==> src/rtl/char_tx_queue.sv <==
// char_tx_queue: byte FIFO feeding a UART transmitter (8N1, LSB first).
//
// Bytes strobed in on `start` are buffered in a 2**DEPTH_LOG2-entry FIFO and
// serialised onto `out` one frame at a time. Consecutive frames are separated
// by exactly one idle cycle after the stop bit.
//
// Build option: define CHAR_TX_PARITY_EN to insert an even-parity bit between
// the data bits and the stop bit (8E1, 11 bit periods per frame).
//
// Parameters:
//   CLKS_PER_BIT  sysclk cycles per serial bit (2..16383)
//   DEPTH_LOG2    log2 of FIFO depth
//
// Ports:
//   sysclk    in   system clock, rising edge
//   rst       in   synchronous active-high reset
//   data      in   [7:0] byte to enqueue, sampled when start=1
//   start     in   one-cycle write strobe
//   out       out  serial TX line, idle high (registered)
//   pulse     out  strobe on the last counter cycle of each bit period
//   busy      out  FIFO non-empty or frame in progress (registered)
//   full      out  FIFO holds 2**DEPTH_LOG2 entries (registered)
//   overflow  out  sticky: a write was dropped because the FIFO was full
module char_tx_queue #(
    parameter int unsigned CLKS_PER_BIT = 10417,
    parameter int unsigned DEPTH_LOG2   = 4
) (
    input  logic       sysclk,
    input  logic       rst,
    input  logic [7:0] data,
    input  logic       start,
    output logic       out,
    output logic       pulse,
    output logic       busy,
    output logic       full,
    output logic       overflow
);

    localparam int unsigned Depth = 1 << DEPTH_LOG2;
    localparam int unsigned CntW  = (CLKS_PER_BIT > 1) ? $clog2(CLKS_PER_BIT) : 1;

    localparam logic [CntW-1:0]       CntLast   = CntW'(CLKS_PER_BIT - 1);
    localparam logic [CntW-1:0]       CntOne    = CntW'(1);
    localparam logic [DEPTH_LOG2-1:0] PtrOne    = DEPTH_LOG2'(1);
    localparam logic [DEPTH_LOG2:0]   CountOne  = (DEPTH_LOG2 + 1)'(1);
    localparam logic [DEPTH_LOG2:0]   CountFull = {1'b1, {DEPTH_LOG2{1'b0}}};

    typedef enum logic [2:0] {
        StIdle,
        StStart,
        StData,
        StParity,
        StStop
    } state_e;

    state_e state_q, state_d;

    // FIFO
    logic [7:0]            mem_q [Depth];
    logic [DEPTH_LOG2-1:0] wr_ptr_q, rd_ptr_q;
    logic [DEPTH_LOG2:0]   count_q, count_d;
    logic                  push, pop;

    // Transmitter datapath
    logic [CntW-1:0] cnt_q;
    logic [2:0]      bit_idx_q;
    logic [7:0]      shift_q;
    logic            bit_end;
    logic            out_d;

    logic out_q, busy_q, full_q, overflow_q;

`ifdef CHAR_TX_PARITY_EN
    logic parity_q;
`endif

    assign bit_end = (cnt_q == CntLast);

    // The FSM only pops from IDLE with data present, so a pop never underflows.
    // A pop frees a slot in the same cycle, so a write while full is accepted then.
    assign pop  = (state_q == StIdle) && (count_q != '0);
    assign push = start && (!full_q || pop);

    always_comb begin
        count_d = count_q;
        unique case ({push, pop})
            2'b10:   count_d = count_q + CountOne;
            2'b01:   count_d = count_q - CountOne;
            default: count_d = count_q;
        endcase
    end

    // FSM: state register
    always_ff @(posedge sysclk) begin
        if (rst) begin
            state_q <= StIdle;
        end else begin
            state_q <= state_d;
        end
    end

    // FSM: next state
    always_comb begin
        state_d = state_q;
        case (state_q)
            StIdle:   if (count_q != '0) state_d = StStart;
            StStart:  if (bit_end) state_d = StData;
            StData: begin
                if (bit_end && (bit_idx_q == 3'd7)) begin
`ifdef CHAR_TX_PARITY_EN
                    state_d = StParity;
`else
                    state_d = StStop;
`endif
                end
            end
            StParity: if (bit_end) state_d = StStop;
            StStop:   if (bit_end) state_d = StIdle;
            default:  state_d = StIdle;
        endcase
    end

    // FSM: outputs (line level is registered into out_q below)
    always_comb begin
        out_d = 1'b1;
        pulse = 1'b0;
        case (state_q)
            StIdle:   out_d = 1'b1;
            StStart:  out_d = 1'b0;
            StData:   out_d = shift_q[0];
`ifdef CHAR_TX_PARITY_EN
            StParity: out_d = parity_q;
`else
            StParity: out_d = 1'b1;
`endif
            StStop:   out_d = 1'b1;
            default:  out_d = 1'b1;
        endcase
        if (state_q != StIdle) begin
            pulse = bit_end;
        end
    end

    // FIFO storage needs no reset: pointers and count define validity.
    always_ff @(posedge sysclk) begin
        if (push) begin
            mem_q[wr_ptr_q] <= data;
        end
    end

    always_ff @(posedge sysclk) begin
        if (rst) begin
            wr_ptr_q   <= '0;
            rd_ptr_q   <= '0;
            count_q    <= '0;
            full_q     <= 1'b0;
            busy_q     <= 1'b0;
            overflow_q <= 1'b0;
            out_q      <= 1'b1;
            cnt_q      <= '0;
            bit_idx_q  <= '0;
            shift_q    <= '0;
        end else begin
            if (push) wr_ptr_q <= wr_ptr_q + PtrOne;
            if (pop)  rd_ptr_q <= rd_ptr_q + PtrOne;
            count_q <= count_d;
            // Flags computed from next-state values so they line up with count_q.
            full_q  <= (count_d == CountFull);
            busy_q  <= (state_d != StIdle) || (count_d != '0);
            if (start && !push) overflow_q <= 1'b1;
            out_q <= out_d;

            if (pop) begin
                shift_q   <= mem_q[rd_ptr_q];
                cnt_q     <= '0;
                bit_idx_q <= '0;
            end else if (state_q != StIdle) begin
                if (bit_end) begin
                    cnt_q <= '0;
                    if (state_q == StData) begin
                        shift_q   <= {1'b0, shift_q[7:1]};
                        bit_idx_q <= bit_idx_q + 3'd1;
                    end
                end else begin
                    cnt_q <= cnt_q + CntOne;
                end
            end
        end
    end

`ifdef CHAR_TX_PARITY_EN
    always_ff @(posedge sysclk) begin
        if (rst) begin
            parity_q <= 1'b0;
        end else if (pop) begin
            parity_q <= ^mem_q[rd_ptr_q];
        end
    end
`endif

    assign out      = out_q;
    assign busy     = busy_q;
    assign full     = full_q;
    assign overflow = overflow_q;

endmodule

==> config.mk <==
export PLATFORM = sky130hd
export DESIGN_NAME = char_tx_queue
export DESIGN_NICKNAME = d
export VERILOG_FILES = /design/src/rtl/char_tx_queue.sv
export SDC_FILE = /design/constraint.sdc
export NUM_CORES = 1
export LEC_CHECK = 0
export ABC_AREA = 0
export ABC_CLOCK_PERIOD_IN_PS = 4900
export CORE_MARGIN = 3
export CORE_UTILIZATION = 30
export DETAILED_ROUTE_END_ITERATION = 8
export PLACE_DENSITY = 0.43
export SKIP_CTS_REPAIR_TIMING = 1
export SYNTH_ARGS = -nofsm -noshare
export SYNTH_HDL_FRONTEND = slang
export SYNTH_SLANG_ARGS = --single-unit
==> constraint.sdc <==
create_clock -name sysclk -period 4.9 [get_ports sysclk]
set_input_delay 0.98 -clock sysclk [delete_from_list [all_inputs] [get_ports sysclk]]
set_output_delay 0.98 -clock sysclk [all_outputs]
set_load 0.05 [all_outputs]
* After elaboration in Yosys (flattened, before gate mapping) *
Memories as Yosys holds them, arrays and structs flattened. A register that Yosys moved wholly into a read port is not among the register bits.
Index checks and enable logic that the tools add are counted.

word-level totals
  register bits after elaboration = 45
  bits in latches = 0
  bits in writable memories = 128
  bits in read-only memories = 0
  input port bits = 11
  output and inout bits = 5
  logic and storage cells = 64
  memories = 1

memories
  name   words  bits a word  rd ports  clocked after memory_dff  wr ports  line  source
  mem_q  16     8            1         1                         1         59    logic [7:0] mem_q [Depth];

cells by class
  $add $sub $neg = 6
  multipliers = 0
  div/mod/pow operators = 0
  $lt $le $gt $ge = 0
  equality and inequality tests = 9
  shifts and indexed selects = 0
  muxes and demuxes = 18
  bitwise gates (word level) = 0
  reductions and logical operators = 19

operators with widths
  operator                                                             count
  8-bit two-way mux                                                    4
  3-bit two-way mux                                                    5
  3-bit case mux with 5 select lines                                   1
  14-bit by 1-bit adder with 14-bit output (second input constant)     1
  14-bit == test (second input constant)                               1
  14-bit two-way mux                                                   1
  5-bit case mux with 2 select lines                                   1
  5-bit nonzero test                                                   2
  4-bit by 1-bit adder with 4-bit output (second input constant)       2
  4-bit two-way mux                                                    2
  3-bit by 2-bit == test with 1-bit output (second input constant)     2
  3-bit == test (second input constant)                                2
  3-bit AND reduction                                                  2
  2-bit nonzero test                                                   3
  3-bit nonzero test                                                   2
  5-bit by 1-bit adder with 5-bit output (second input constant)       1
  5-bit == test (second input constant)                                1
  5-bit by 1-bit subtractor with 5-bit output (second input constant)  1
  1-bit logical AND                                                    4
  3-bit by 1-bit adder with 3-bit output (second input constant)       1
  3-bit by 1-bit == test with 1-bit output (second input constant)     1
  3-bit zero test                                                      1
  1-bit two-way mux                                                    3
  2-bit by 1-bit == test with 1-bit output (second input constant)     1
  other kinds (5)                                                      7

* Logic depth before layout (Yosys ltp) *
Gate-level depths: netlist of run 1.

  word-level depth = 8
  gate-level depth with buffers = 14
  gate-level depth less buffers = 12

* Least setup slack after synthesis of run 1 *
No wires, ideal clock.

  path type = flip-flop to flip-flop
  start point = register state_q[1]
  end point = register full_q, in the netlist full
  library setup time = 80 ps
  data arrival time = 3254 ps
  required time = 4820 ps
  path slack = 1567 ps
  stages on the path, launching flop included = 15
  cell sequence = dfxtp_1 > nor3_1 > o41ai_4 > buf_2 > a21boi_2 > inv_1 > ha_1 > clkbuf_1 > xor2_1 > ha_1 > a21oi_1 > mux2i_1 > xor2_1 > nor4b_1 > nor3b_1

between the ends
  longest elaborated chain between the ends = 7

ends and longest elaborated chain
  element                                                                           line  source
  start: declaration                                                                56    state_e state_q, state_d;
  start signal: assignment                                                          96    state_q <= StIdle;
  start signal: assignment                                                          98    state_q <= state_d;
  3-bit zero test (*)                                                               81    assign pop = (state_q == StIdle) && (count_q != '0);
  1-bit logical AND (*)                                                             81
  1-bit logical OR                                                                  82    assign push = start && (!full_q || pop);
  1-bit logical AND                                                                 82
  2-bit by 1-bit == test with 1-bit output / 2-bit == test (equally long branches)  86    unique case ({push, pop})
  5-bit case mux with 2 select lines (*)                                            86
  5-bit == test (*)                                                                 168   full_q <= (count_d == CountFull);
  end signal: assignment                                                            168
  end: declaration                                                                  71    logic out_q, busy_q, full_q, overflow_q;

Every way passes the cells marked *; elsewhere a longest branch is shown, timed or not.
A chain may end at the register's enable or synchronous reset.

* Worst setup path after layout of run 1 *
  start point = register cnt_q[2]
  end point = output pulse

between the ends
  longest elaborated chain between the ends = 2

ends and longest elaborated chain
  element                   line  source
  start: declaration        65    logic [CntW-1:0] cnt_q;
  start signal: assignment  185   cnt_q <= cnt_q + CntOne;
  14-bit == test            77    assign bit_end = (cnt_q == CntLast);
  1-bit two-way mux         139   if (state_q != StIdle) begin
  end: declaration          33    output logic pulse,

Every way passes these cells.

==> results of run 1 <==
routing by layer:
| layer | wire length, um | track usage |
|---|---|---|
| met1 | 7020 | 0.166 |
| met2 | 7050 | 0.186 |
| met3 | 472 | 0.0273 |
| met4 | 98 | 0.0349 |
| met5 | 0 | 0 |
stage by stage:
step / hold WS [ns] / instance area (sq um) / cells / util
2_1_floorplan: 0.447 / 7280 / 460 / -
3_3_place_gp: 0.454 / 7740 / 776 / 0.327
3_5_place_dp: 0.460 / 7740 / 776 / 0.327
4_1_cts: 0.475 / 8310 / 808 / 0.351
5_1_grt: 0.512 / 8310 / 808 / 0.351
6_report: 0.466 / 8310 / 808 / 0.351
final cells by class:
| type | instances | area [sq um] |
|---|---|---|
| Clock buffer | 20 | 437 |
| Clock inverter | 12 | 125 |
| Fill cell | 2306 | 15400 |
| Inverter | 11 | 41.3 |
| Multi-Input combinational cell | 249 | 2290 |
| Sequential cell | 177 | 4830 |
| Tap cell | 319 | 399 |
| Timing Repair Buffer | 20 | 188 |
sequential cells by signal, summed over array words and instances (netlist names), named ones only:
signal / count
mem_q: 128
cnt_q: 14
shift_q: 8
count_q: 5
rd_ptr_q: 4
wr_ptr_q: 4
bit_idx_q: 3
state_q: 3
busy: 1
full: 1
out: 1
overflow: 1
logic make-up (layout without fill, tap and decap cells):
| kind of cell | Yosys count | after routing | synth area share |
|---|---|---|---|
| xor gates and xnor gates | 24 | 24 | 0.0289 |
| AOI/OAI and AO/OA | 36 | 36 | 0.0371 |
| and+or+nand+nor | 125 | 125 | 0.0856 |
| buffers and inverters | 34 | 63 | 0.0246 |
| adders and majority gates | 12 | 12 | 0.0206 |
| DFF | 177 | 177 | 0.663 |
| muxes | 52 | 52 | 0.140 |
worst max-delay path, delay by kind of cell, from the launching register on:
kind | cells | cell delay (ns)
flip-flops | 1 | 0.35
buffers and inverters | 1 | 0.79
AND/OR/NAND/NOR | 3 | 1.21
where the power goes:
part,switching (mW),internal [mW]
logic,0.567,0.483
clock network,0.587,0.714
registers,0.127,1.71
total,1.28,2.91
worst min-delay path by stage:
stage | end | startpoint | depth (start not counted) | slack [ns]
after floorplan | shift_q[7]$_SDFFE_PP0P_ | shift_q[7]$_SDFFE_PP0P_ | 2 | 0.45
after global placement | overflow$_SDFFE_PP0P_ | overflow$_SDFFE_PP0P_ | 2 | 0.45
after detailed placement | overflow$_SDFFE_PP0P_ | overflow$_SDFFE_PP0P_ | 2 | 0.46
after CTS | overflow$_SDFFE_PP0P_ | overflow$_SDFFE_PP0P_ | 2 | 0.48
after global routing | shift_q[7]$_SDFFE_PP0P_ | shift_q[7]$_SDFFE_PP0P_ | 2 | 0.51
final | overflow$_SDFFE_PP0P_ | overflow$_SDFFE_PP0P_ | 2 | 0.47
placed cells by master (no fill, tap or decap), types with 3 or more instances in the layout:
master and count:
a211oi_1 9, a21oi_1 9, buf_4 5, clkbuf_1 3, clkbuf_16 17, clkdlybuf4s50_1 15, clkinv_4 3, dfxtp_1 48
edfxtp_1 128, ha_1 12, inv_1 10, inv_6 3, mux2i_1 12, mux4_2 40, nand2_1 16, nand2b_1 6
nand3_1 5, nand3b_1 4, nand4_1 3, nor2_1 57, nor3_1 9, nor3_2 3, o21ai_0 3, xnor2_1 11
xor2_1 13
==> flow_summary.ini, run 1 <==
[global_route]
overflow = 0
track_usage = 0.119
grt_start_max_net_pins = 31
grt_pass1_vias = 3973
grt_pass1_wl_um = 23500
antenna_found_initial = 0

[worst_setup_path]
path_cells = or4_4, nor4_4, and2_4, clkdlybuf4s50_1
required_ns = 3.92
cp-start-kind = flop
r2r_cells = 12
critPathLaunch = cnt_q[2]$_SDFFE_PP0N_
timing.rr.start = state_q[1]$_SDFF_PP0_
crit_arrival_ns = 2.78
cp_max_fo = 7
worstSetupPathType = reg2out
r2r_end = full$_SDFF_PP0_
crit_slowest_cell = clkdlybuf4s50_1
r2r_slack_ns = 1.22
worstSetupEndpoint = pulse
crit_path_max_incr_delay_ns = 0.79
crit_path_end_kind = output pin

[sta]
rsz0062_at_grt = no
finalMaxSlewViolations = 0
max_slew_margin = 0.310
fin_ws_ns = 1.14
setup_viol = 0
max_slew.worst_pin.slew_ns = 1.03
hold_viol_final = 0
finalClockSkew_ns = 0.0108
fmax_ghz = 0.266
period_share = 0.767
period_minus_slack_ns = 3.76
setup_tns_ns = 0

[clocking]
cts_buffers = 17
cts.clk_slew.worst_paths_ns = 0.07
max-clock-path-buffers = 2
htree_levels = 4
clock-sinks = 177
clk_latency_ns = 0.42
cts_tree = done
root_buffer = clkbuf_16

[synth]
yosys.area.top_type = edfxtp_1
synth_cells = 460
synth_edf_count = 128
yosys_register_bits = 177
synth_area_per_cell_sq_um = 15.8
netlist-cell-type-count = 55
syn-cell-area_sq_um = 7280
synth_warnings = 0
synth_top_area_share = 0.528
ys_top_cells_by_count = 128 x edfxtp_1, 57 x nor2_1, 49 x dfxtp_1
synth.most_common_cell = edfxtp_1
ys_seq_area_frac = 0.663
synthArstFlopShare = 0
yosys-top-cells-area = edfxtp_1 53%, dfxtp_1 13%, mux4_2 12%
syn-num-nets = 483
ys.flop_type = edfxtp_1

[route]
routed_wl_um = 14600
vias = 3800
drt-initial-drc-count = 221
drtPass1Iterations = 4
via_per_inst = 4.70
drtAntennaViolNets = 0
drc = 0
wl_per_cell_um = 18.1

[job]
maxCapViolations = 0

[die]
die_h_um = 162
io_pins = 16
die_area_sq_um = 26200
num_rows = 56
core_sq_um = 23700
die_w_um = 162
initial_utilization = 0.307

[placed_design]
numPortBuffers = 15
dpl_worst_slack_ns = 0.938
hpwl_um = 9560
gp_congestion = 0.760

[finish]
antenna_cells = 0
syn_to_final_growth_pct = 14.1
layout-drive-gt1-share = 0.184
nNetsFinal = 499

[power]
power_density_nw_per_um2 = 505
power.leakage_nw = 2.67
fin_total_pwr_mw = 4.19
peakVddDrop_mv = 0.185

[worst_hold_path]
min_path_type = reg2reg

[run_status]
outcome = completed
(Power assumes the default switching activity.)
==> inputs of run 2 (changes only) <==
Settings changed: ABC_CLOCK_PERIOD_IN_PS 4900 to 3650.
Clock period 4.9 ns to 3.65 ns, I/O delays scaled along.
==> flow_summary.ini, run 2 (synthesized netlist as in run 1, its figures left out) <==
[run_status]
outcome = completed

[global_route]
met1_usage = 0.172
grt_pass1_vias = 3938
overflow = 0
grt_pass1_wl_um = 23600
antenna_found_initial = 0
grt_start_max_net_pins = 31
track_usage = 0.120
busiest_layer = met2
met3_usage = 0.0311
use_met2 = 0.183

[worst_setup_path]
critical-path-top-delay-family = simple AND/OR/NAND/NOR gates
cp_max_fo = 7
crit_path_max_incr_delay_ns = 0.79
timing.rr.start = count_q[2]$_SDFF_PP0_
r2r_end = full$_SDFF_PP0_
crit_slowest_cell = clkdlybuf4s50_1
crit_arrival_ns = 2.79
r2r_cells = 11
cp-start-kind = flop
crit_path_end_kind = output pin
r2r_slack_ns = 0.50
required_ns = 2.92
cp.depth = 4
critical_path_buf_inv_count = 1
path_cells = or4_4, nor4_4, and2_4, clkdlybuf4s50_1
worstSetupPathType = reg2out

[finish]
layout_commonest_cell = edfxtp_1
antenna_cells = 0
largest_register_ffs = 128
regMostFlops = mem_q
final_util = 0.359
design_area_sq_um = 8490
layout-drive-gt1-share = 0.218
syn_to_final_growth_pct = 16.7
nNetsFinal = 520
reg_top3 = mem_q: 128 flops, cnt_q: 14 flops, shift_q: 8 flops
layout.cells.non_filler = 829
final_cell_mix = 128 x edfxtp_1, 57 x nor2_1, 48 x dfxtp_1

[job]
maxCapViolations = 0

[sta]
setup_viol = 0
period_minus_slack_ns = 3.52
finalClockSkew_ns = 0.0106
finalMaxSlewViolations = 0
whs_ns = 0.466
period_share = 0.965
max_slew.worst_pin.slew_ns = 0.822
setup_tns_ns = 0
fmax_ghz = 0.284
max_slew_margin = 0.452
hold_viol_final = 0
fin_ws_ns = 0.129
rsz0062_at_grt = no

[placed_design]
dp_cells = 797
hpwl_um = 9740
numPortBuffers = 15
place_area_sq_um = 7900
dpl_worst_slack_ns = 0.353
gp_congestion = 0.740

[route]
wl_per_cell_um = 17.9
drtAntennaViolNets = 0
routed_wl_um = 14900
vias = 3849
drt-initial-drc-count = 230
via_per_inst = 4.64
drc = 0
drtPass1Iterations = 4

[clocking]
cts_buffers = 17
cts.clk_slew.worst_paths_ns = 0.07
htree_levels = 4
clock-sinks = 177
clk_latency_ns = 0.43
root_buffer = clkbuf_16
cts_tree = done
max-clock-path-buffers = 2

[worst_hold_path]
min_path_type = reg2reg
hp-start = overflow$_SDFFE_PP0P_
holdPathStages = 2
min_to = overflow$_SDFFE_PP0P_

[power]
p_comb_frac = 0.258
p_sw_frac = 0.311
p_switching_mw = 1.79
fin_total_pwr_mw = 5.76
power_density_nw_per_um2 = 678
peakVddDrop_mv = 0.319
power_frac_clock = 0.318
seq_power_share = 0.424
p_int_mw = 3.97
power.leakage_nw = 2.79

[die]
num_rows = 56
die_area_sq_um = 26200
die_w_um = 162
core_sq_um = 23700
die_h_um = 162
initial_utilization = 0.307
io_pins = 16
==> run 2: cell types whose count changed in the layout (fill, tap and decap cells not counted), moves of 2 or more <==
cell,previous run,this run
buf_4,5,25
clkbuf_1,3,0
clkinv_2,1,3
clkinv_4,3,0
clkinv_8,0,3
nor3_1,9,12
nor3_2,3,0
==> run 2: cell type report <==
type | count | area [sq um]
Inverter | 11 | 41.3
Multi-Input combinational cell | 249 | 2270
Clock inverter | 15 | 170
Sequential cell | 177 | 4830
Clock buffer | 17 | 425
Fill cell | 2323 | 15200
Tap cell | 319 | 399
Timing Repair Buffer | 41 | 358
==> run 2: layer usage <==
layer | up-vias | share of wire
li1 | 1826 | -
met1 | 1974 | 0.50
met2 | 40 | 0.46
met3 | 9 | 0.026
met4 | 0 | 0.010
met5 | - | 0
==> run 2: how the worst max path moves through the flow <==
stage                                startpoint               to
final                     cnt_q[2]$_SDFFE_PP0N_            pulse
after floorplan           state_q[1]$_SDFF_PP0_  full$_SDFF_PP0_
after CTS                 cnt_q[2]$_SDFFE_PP0N_            pulse
after global routing      cnt_q[3]$_SDFFE_PP0N_            pulse
after global placement                    start  full$_SDFF_PP0_
after detailed placement                  start  full$_SDFF_PP0_
==> run 2: worst register-to-register path, cell delays in order (launching register included) <==
cell      delay, ns
dfxtp_1        0.37
or2_1          0.32
o41ai_4        0.43
clkinv_1       0.17
ha_1           0.23
xor2_1         0.14
ha_1           0.21
a21oi_1        0.18
mux2i_1        0.24
xor2_1         0.20
nor4b_1        0.35
nor3b_1        0.22
==> run 2: power by group through the flow <==
stage	combinational [mW]	sequential, mW	clock, mW
6_report	1.49	2.44	1.83
5_1_grt	1.67	2.47	1.95
4_1_cts	1.52	2.45	1.88
3_5_place_dp	1.51	2.49	0
3_3_place_gp	1.50	2.49	0
2_1_floorplan	1.15	2.46	0
